**src/rtl/serial_add_pkg.sv**
```systemverilog
// serial_add_pkg: state encoding and default width shared by the serial adder
package serial_add_pkg;
    localparam int SA_WIDTH = 8;
    typedef enum logic [1:0] {
        S_IDLE = 2'd0,
        S_RUN  = 2'd1,
        S_DONE = 2'd2
    } state_t;
endpackage

```
**src/rtl/full_adder.sv**
```systemverilog
// full_adder: 1-bit full adder, the only arithmetic in the serial adder
module full_adder (
    input  logic a,
    input  logic b,
    input  logic cin,
    output logic sum,
    output logic cout
);
    assign sum  = a ^ b ^ cin;
    assign cout = (a & b) | (cin & (a ^ b));
endmodule

```
**src/rtl/serial_add_ctrl.sv**
```systemverilog
// serial_add_ctrl: bit-serial WIDTH-bit adder sequenced around one full_adder
module serial_add_ctrl
    import serial_add_pkg::*;
#(
    parameter int WIDTH = SA_WIDTH
) (
    input  logic             clk,
    input  logic             rst,
    input  logic             in_valid,
    output logic             in_ready,
    input  logic [WIDTH-1:0] a,
    input  logic [WIDTH-1:0] b,
    input  logic             cin,
    output logic             out_valid,
    input  logic             out_ready,
    output logic [WIDTH-1:0] sum,
    output logic             cout,
    output logic             ovf,
    output logic             busy
);
    localparam int CNT_W = $clog2(WIDTH);
    state_t             state_q, state_d;
    logic [WIDTH-1:0]   a_q, a_d, b_q, b_d;
    logic [WIDTH-2:0]   sh_q, sh_d;
    logic [CNT_W-1:0]   cnt_q, cnt_d;
    logic               carry_q, carry_d;
    logic [WIDTH-1:0]   sum_q, sum_d;
    logic               cout_q, cout_d, ovf_q, ovf_d;
    logic               fa_sum, fa_cout;
    logic [WIDTH-1:0]   res;

    full_adder u_fa (
        .a    (a_q[0]),
        .b    (b_q[0]),
        .cin  (carry_q),
        .sum  (fa_sum),
        .cout (fa_cout)
    );

    // new sum bit enters at the MSB; after the final bit res is the full sum
    assign res       = {fa_sum, sh_q};
    assign in_ready  = (state_q == S_IDLE) && !rst;
    assign out_valid = state_q == S_DONE;
    assign busy      = state_q == S_RUN;
    assign sum       = sum_q;
    assign cout      = cout_q;
    assign ovf       = ovf_q;

    // next-state: accept operands, shift one bit per cycle, hold result until taken
    always_comb begin
        state_d = state_q;
        a_d     = a_q;
        b_d     = b_q;
        sh_d    = sh_q;
        cnt_d   = cnt_q;
        carry_d = carry_q;
        sum_d   = sum_q;
        cout_d  = cout_q;
        ovf_d   = ovf_q;
        case (state_q)
            S_IDLE: if (in_valid) begin
                state_d = S_RUN;
                a_d     = a;
                b_d     = b;
                carry_d = cin;
                cnt_d   = '0;
            end
            S_RUN: begin
                a_d     = a_q >> 1;
                b_d     = b_q >> 1;
                sh_d    = res[WIDTH-1:1];
                carry_d = fa_cout;
                cnt_d   = cnt_q + 1'b1;
                if (cnt_q == CNT_W'(WIDTH - 1)) begin
                    state_d = S_DONE;
                    cnt_d   = cnt_q;
                    sum_d   = res;
                    cout_d  = fa_cout;
                    ovf_d   = carry_q ^ fa_cout;
                end
            end
            S_DONE: state_d = out_ready ? S_IDLE : S_DONE;
            default: state_d = S_IDLE;
        endcase
    end

    // state and datapath registers, cleared by synchronous reset
    always_ff @(posedge clk) begin
        if (rst) begin
            state_q <= S_IDLE;
            a_q     <= '0;
            b_q     <= '0;
            sh_q    <= '0;
            cnt_q   <= '0;
            carry_q <= 1'b0;
            sum_q   <= '0;
            cout_q  <= 1'b0;
            ovf_q   <= 1'b0;
        end else begin
            state_q <= state_d;
            a_q     <= a_d;
            b_q     <= b_d;
            sh_q    <= sh_d;
            cnt_q   <= cnt_d;
            carry_q <= carry_d;
            sum_q   <= sum_d;
            cout_q  <= cout_d;
            ovf_q   <= ovf_d;
        end
    end
endmodule

```
**config.mk**
```make
export PLATFORM = sky130hd
export DESIGN_NAME = serial_add_ctrl
export DESIGN_NICKNAME = d
export VERILOG_FILES = /design/src/rtl/serial_add_pkg.sv /design/src/rtl/full_adder.sv /design/src/rtl/serial_add_ctrl.sv
export SDC_FILE = /design/constraint.sdc
export NUM_CORES = 1
export LEC_CHECK = 0
export BUFFER_PORTS_ARGS = -buffer_cell sky130_fd_sc_hd__buf_2
export CAP_MARGIN = 20
export CORE_MARGIN = 10
export CORE_UTILIZATION = 45
export DETAILED_ROUTE_END_ITERATION = 10
export HOLD_SLACK_MARGIN = 0.15
export PLACE_DENSITY_LB_ADDON = 0.2
export SKIP_LAST_GASP = 1
export SYNTH_ARGS = -nofsm -noshare
export SYNTH_HDL_FRONTEND = slang
export SYNTH_HIERARCHICAL = 1
export SYNTH_SLANG_ARGS = --single-unit
```
**constraint.sdc**
```tcl
create_clock -name clk -period 1.4 [get_ports clk]
set_input_delay 0.28 -clock clk [delete_from_list [all_inputs] [get_ports clk]]
set_output_delay 0.28 -clock clk [all_outputs]
set_load 0.1 [all_outputs]
```
# == After elaboration in Yosys (flattened, before gate mapping) ==
# Cells that the tools add are included.
# word_totals
input_bits,21
elab_cells,43
register_bits,39
# op_classes
n_eq_ne,6
n_addsub,1
n_bitwise,6
mux,13
n_reduce_logical,8
# op_table
cell,count
$pmux W8 S2,2
$mux W8,2
$mux W2,3
$mux W3,2
$pmux W2 S3,1
$pmux W3 S2,1
$reduce_and A2 Y1,3
$ne A2 B2 Y1 const B,2
$add A3 B1 Y3 const B,1
$eq A3 B3 Y1 const B,1
$reduce_and A3 Y1,1
$xor A1 B1 Y1,3
$and A1 B1 Y1,2
$eq A2 B1 Y1 const B,1
$eq A2 B2 Y1 const B,1
$logic_not A2 Y1,1
$ne A2 B1 Y1 const B,1
$pmux W1 S2,1
$reduce_bool A2 Y1,1
$logic_and A1 B1 Y1,1
$logic_not A1 Y1,1
$mux W1,1
$or A1 B1 Y1,1

# == Depth between registers and ports, before layout ==
# depth
depth_word,4
ltp_mapped,6

# == Modules after synthesis ==
# The synthesis kept the hierarchy.
# modules_own_cells
module,cells_each,seq_area_each_um2,instances,area_per_inst_um2
serial_add_ctrl,180,780.7,1,1642.8
full_adder,1,0.0,1,20.0

# == Worst setup path before layout ==
# Ideal clock, no wire load.
# synth_path
path_kind,reg-to-output
start,register state_q[0]
end,output in_ready
arrival_ns,2.759
path_slack_ns,-1.639
stages_incl_launch_ff,5
path_cell_list,dfxtp_1 -> buf_6 -> buf_12 -> buf_12 -> nor3_1
# synth_between
elab_chain_len,2
# synth_lines
element,line,rtl
from (decl),serial_add_ctrl.sv:22,"state_t state_q, state_d;"
from (signal assigned),serial_add_ctrl.sv:100,state_q <= state_d;
$logic_not A2 Y1,serial_add_ctrl.sv:42,assign in_ready = (state_q == S_IDLE) && !rst;
$logic_and A1 B1 Y1,serial_add_ctrl.sv:42,
to (decl),serial_add_ctrl.sv:10,"output logic in_ready,"
# No other way between the ends.

# == Worst setup path in the final report ==
# layout_path
start,register state_q[1]
end,output in_ready
# The elaborated chain is that of the path after synthesis.

==> summary.md <==
| Metric | Value |
|---|---|
| WL per Instance | 13.8 microns |
| Vias | ~1.4k |
| Combinational power share | approximately 14% |
| Distinct cells, synth | 27 |
| Floorplan row count | 22 |
| Worst Tran Pin Value | approximately 0.49 ns |
| HP Class | in2reg |
| Initial Utilization | 46.1% |
| Status | complete, but fails checks |
| Clock Skews | approximately 0.007 ns |
| Worst skew pair latency | approximately 0.3 ns |
| LEAKAGE | 0.870 nW |
| RD Place Congestion | ~0.76 |
| Core ar. | roughly 3600 sq um |
| Die Area | approximately 6500 sq um |
| Synth async-reset ratio | 0% |
| RSZ-0062 raised after global routing | true |
| Hpwl dp | about 2.7 mm |
| TritonCTS clock tree | yes |
| Final setup violation count | 3 |
| Number of synthesized flops with an enable pin | 0 |
| Number of max-slew violations in the final report | 0 |
| R2R Setup Slk | ~0.06 ns |
| Critical Path End Type | primary output |
| Sw Ratio | 24.5% |
| Post-synthesis cell count | roughly 180 |
| Area of the mapped netlist | about 1700 sq um |
| DRT iter0 DRCs | just over 100 |
| Chip height | 80.8 microns |
| Port bufs | 33 |
| R2R Path Start | cnt_q[0] |
| Fmax achieved | 0.683 GHz |
| Setup crit start kind | register |
| Slew headroom | 67.4% |
| Clock buffer depth | 2 |
| First-pass GRT wire length | 6.25 mm |
| Ys flop type | dfxtp_1 |
| Post-synthesis sequential area ratio | approximately 47% |
| Reg power frac | approximately 48% |
| Total Neg Setup Slack | -0.133 ns |
| Total GRT Usage | between 10% and 20% |
| TritonCTS Sinks | 39 |
| Max VDD drop | ~0.6 mV |
| DRC viols | 0 |
| PnR worst setup slack | -0.0631 ns |
| Max cap viols | 0 |
| CTS Buf Count | 5 |
| Failing checks | setup timing |
| Critical Path AT | ~1.2 ns |
| CTS H-tree lvls | 2 |
| Root cell of the clock tree | clkbuf_8 |
| Crit path to | in_ready |
| Crit path kind | reg2out |
| Worst Path Required | 1.12 ns |
| Vias per cell | around 5 |
| Nets@finish | 248 |
| Crit path time final | between 1 and 1.5 ns |
| Setup WS pre-CTS | 0.0237 ns |
| Area Growth Syn to Fin | 28.7% |
| Final hold violations | 0 |
| Internal power | 1.90 mW |
| Critical Path Start | state_q[1] |
| Syn_nets | 205 |
| Reg2Reg Capture Point | ovf |
| Pwr/cell area | approximately 1200 nW/um^2 |
| Final core occ | around 59% |
| Net Sw Power | between 600 and 700 uW |
| Yosys reg bits | 39 |
| Syn Area/Cell | between 9 and 10 sq um |
| Yosys warnings | 6 |
| First-pass iteration count of the detailed router | 4 |
| Share of layout cells above drive strength 1 | 31.1% |
| Fill cells | 332 |
| Routed WL | ~3.8 mm |
| GRT overflow | 0 |
| Multi-input logic area | roughly 800 sq um |
| Worst-path clk slew | 0.08 ns |
| FF-to-FF path depth | 5 |
| Initial antenna violation count | 0 |
| Crit-path max FO | 5 |
| FF+latch area | a little under 800 sq um |
| Crit share post-route | 105% |
| I/O pins | 34 |
| Largest net degree at the start of global routing | 31 |
| Clock share of power | roughly two fifths |
| Die X | 80.8 microns |
| Final ANT Viol Nets | 0 |
| Number of global-route vias before repair | about 1.4k |
| Antenna cell count | 0 |
==> how the worst min path moves through the flow <==
| stage | startpoint | end | slack, ns | cells past startpoint |
|---|---|---|---|---|
| floorplan | sh_q[0] | sum[0] | 0.43 | 2 |
| global placement | sum[1] | sum[1] | 0.44 | 2 |
| detailed placement | sum[2] | sum[2] | 0.44 | 2 |
| CTS | out_ready | state_q[1] | 0.24 | 3 |
| global route | out_ready | state_q[1] | 0.26 | 3 |
| finish | out_ready | state_q[1] | 0.25 | 3 |
==> area by class of cell <==
class | count | area share, %
clock buffer | 6 | 3.86
tap | 48 | 2.81
sequential | 39 | 36.8
timing repair buffer | 49 | 16.5
inverter | 2 | 0.468
multi-input combinational | 127 | 37.9
clock inverter | 2 | 1.64
==> Yosys cell counts, types with 2 or more instances <==
| library cell | instances | area (sq um) |
|---|---|---|
| dfxtp_1 | 39 | 781 |
| nand2_1 | 35 | 131 |
| a21oi_1 | 20 | 100 |
| a211oi_1 | 17 | 128 |
| nor2_1 | 17 | 63.8 |
| mux2i_1 | 15 | 150 |
| buf_2 | 6 | 30.0 |
| nand2b_1 | 6 | 37.5 |
| o21ai_0 | 4 | 20.0 |
| buf_12 | 2 | 40.0 |
| buf_6 | 2 | 22.5 |
| clkbuf_1 | 2 | 7.51 |
| ha_1 | 2 | 25.0 |
==> repair_timing <==
item	4_1_cts	5_1_grt
endpoints found under the setup margin	4	12
pin swaps	1	2
hold buffers	0	0
buffers inserted	3	2
gates resized for setup	7	7
==> per-layer routing <==
metal / wire [microns] / global-route usage [%]
met1: 1530 / 13.1
met2: 1890 / 19.7
met3: 275 / 5.96
met4: 70 / 6.57
met5: 0 / 0
==> per-stage QoR <==
stage | cells | power, mW | hold WS, ns | area [sq um]
CTS | 271 | 2.52 | 0.243 | 2100
global route | 273 | 2.62 | 0.261 | 2140
floorplan | 181 | 1.46 | 0.432 | 1680
detailed placement | 260 | 1.55 | 0.443 | 1940
finish | 273 | 2.51 | 0.250 | 2140
global placement | 260 | 1.54 | 0.440 | 1940
==> registers in the layout, indices dropped and copies added, names as in the netlist <==
register / count
ovf: 1
state_q: 2
cnt_q: 3
b_q: 8
sum: 8
cout: 1
carry_q: 1
a_q: 8
sh_q: 7
==> kinds of logic (layout without fill, tap and decap cells) <==
| family | count (synthesis) | count (layout) | share of synthesized area, % |
|---|---|---|---|
| adders and majority gates | 3 | 3 | 2.71 |
| muxes | 15 | 15 | 9.03 |
| xor gates and xnor gates | 1 | 1 | 0.527 |
| and+or+nand+nor | 65 | 65 | 18.1 |
| DFF | 39 | 39 | 47.0 |
| AOI/OAI and AO/OA | 43 | 43 | 16.0 |
| buffers and inverters | 15 | 59 | 6.70 |
==> placed cells by master (no fill, tap or decap), drive strengths merged <==
cell,n
nand2,35
fa,1
a211oi,17
o21ai,4
nor4b,1
xnor2,1
clkinv,1
o21ba,1
nor2,17
dfxtp,39
clkbuf,6
bufinv,1
nand3b,1
buf,49
nor3,1
nand2b,6
and3b,1
nand4bb,1
nor2b,1
ha,2
o31ai,1
a21oi,20
or4bb,1
inv,2
mux2i,15
==> critical path, cell delays in order, from the launching register on <==
cell and delay [ns]:
dfxtp_4 0.37, buf_6 0.12, nor3_4 0.20, buf_12 0.20
==> power groups by stage <==
stage / clock network, mW / registers, mW / logic, mW
final: 0.972 / 1.19 / 0.348
after global placement: 0 / 1.22 / 0.315
after detailed placement: 0 / 1.22 / 0.328
after global routing: 1.04 / 1.20 / 0.385
after floorplan: 0 / 1.21 / 0.248
after CTS: 0.993 / 1.19 / 0.335
Note: power is estimated with default switching activity, not from simulation.
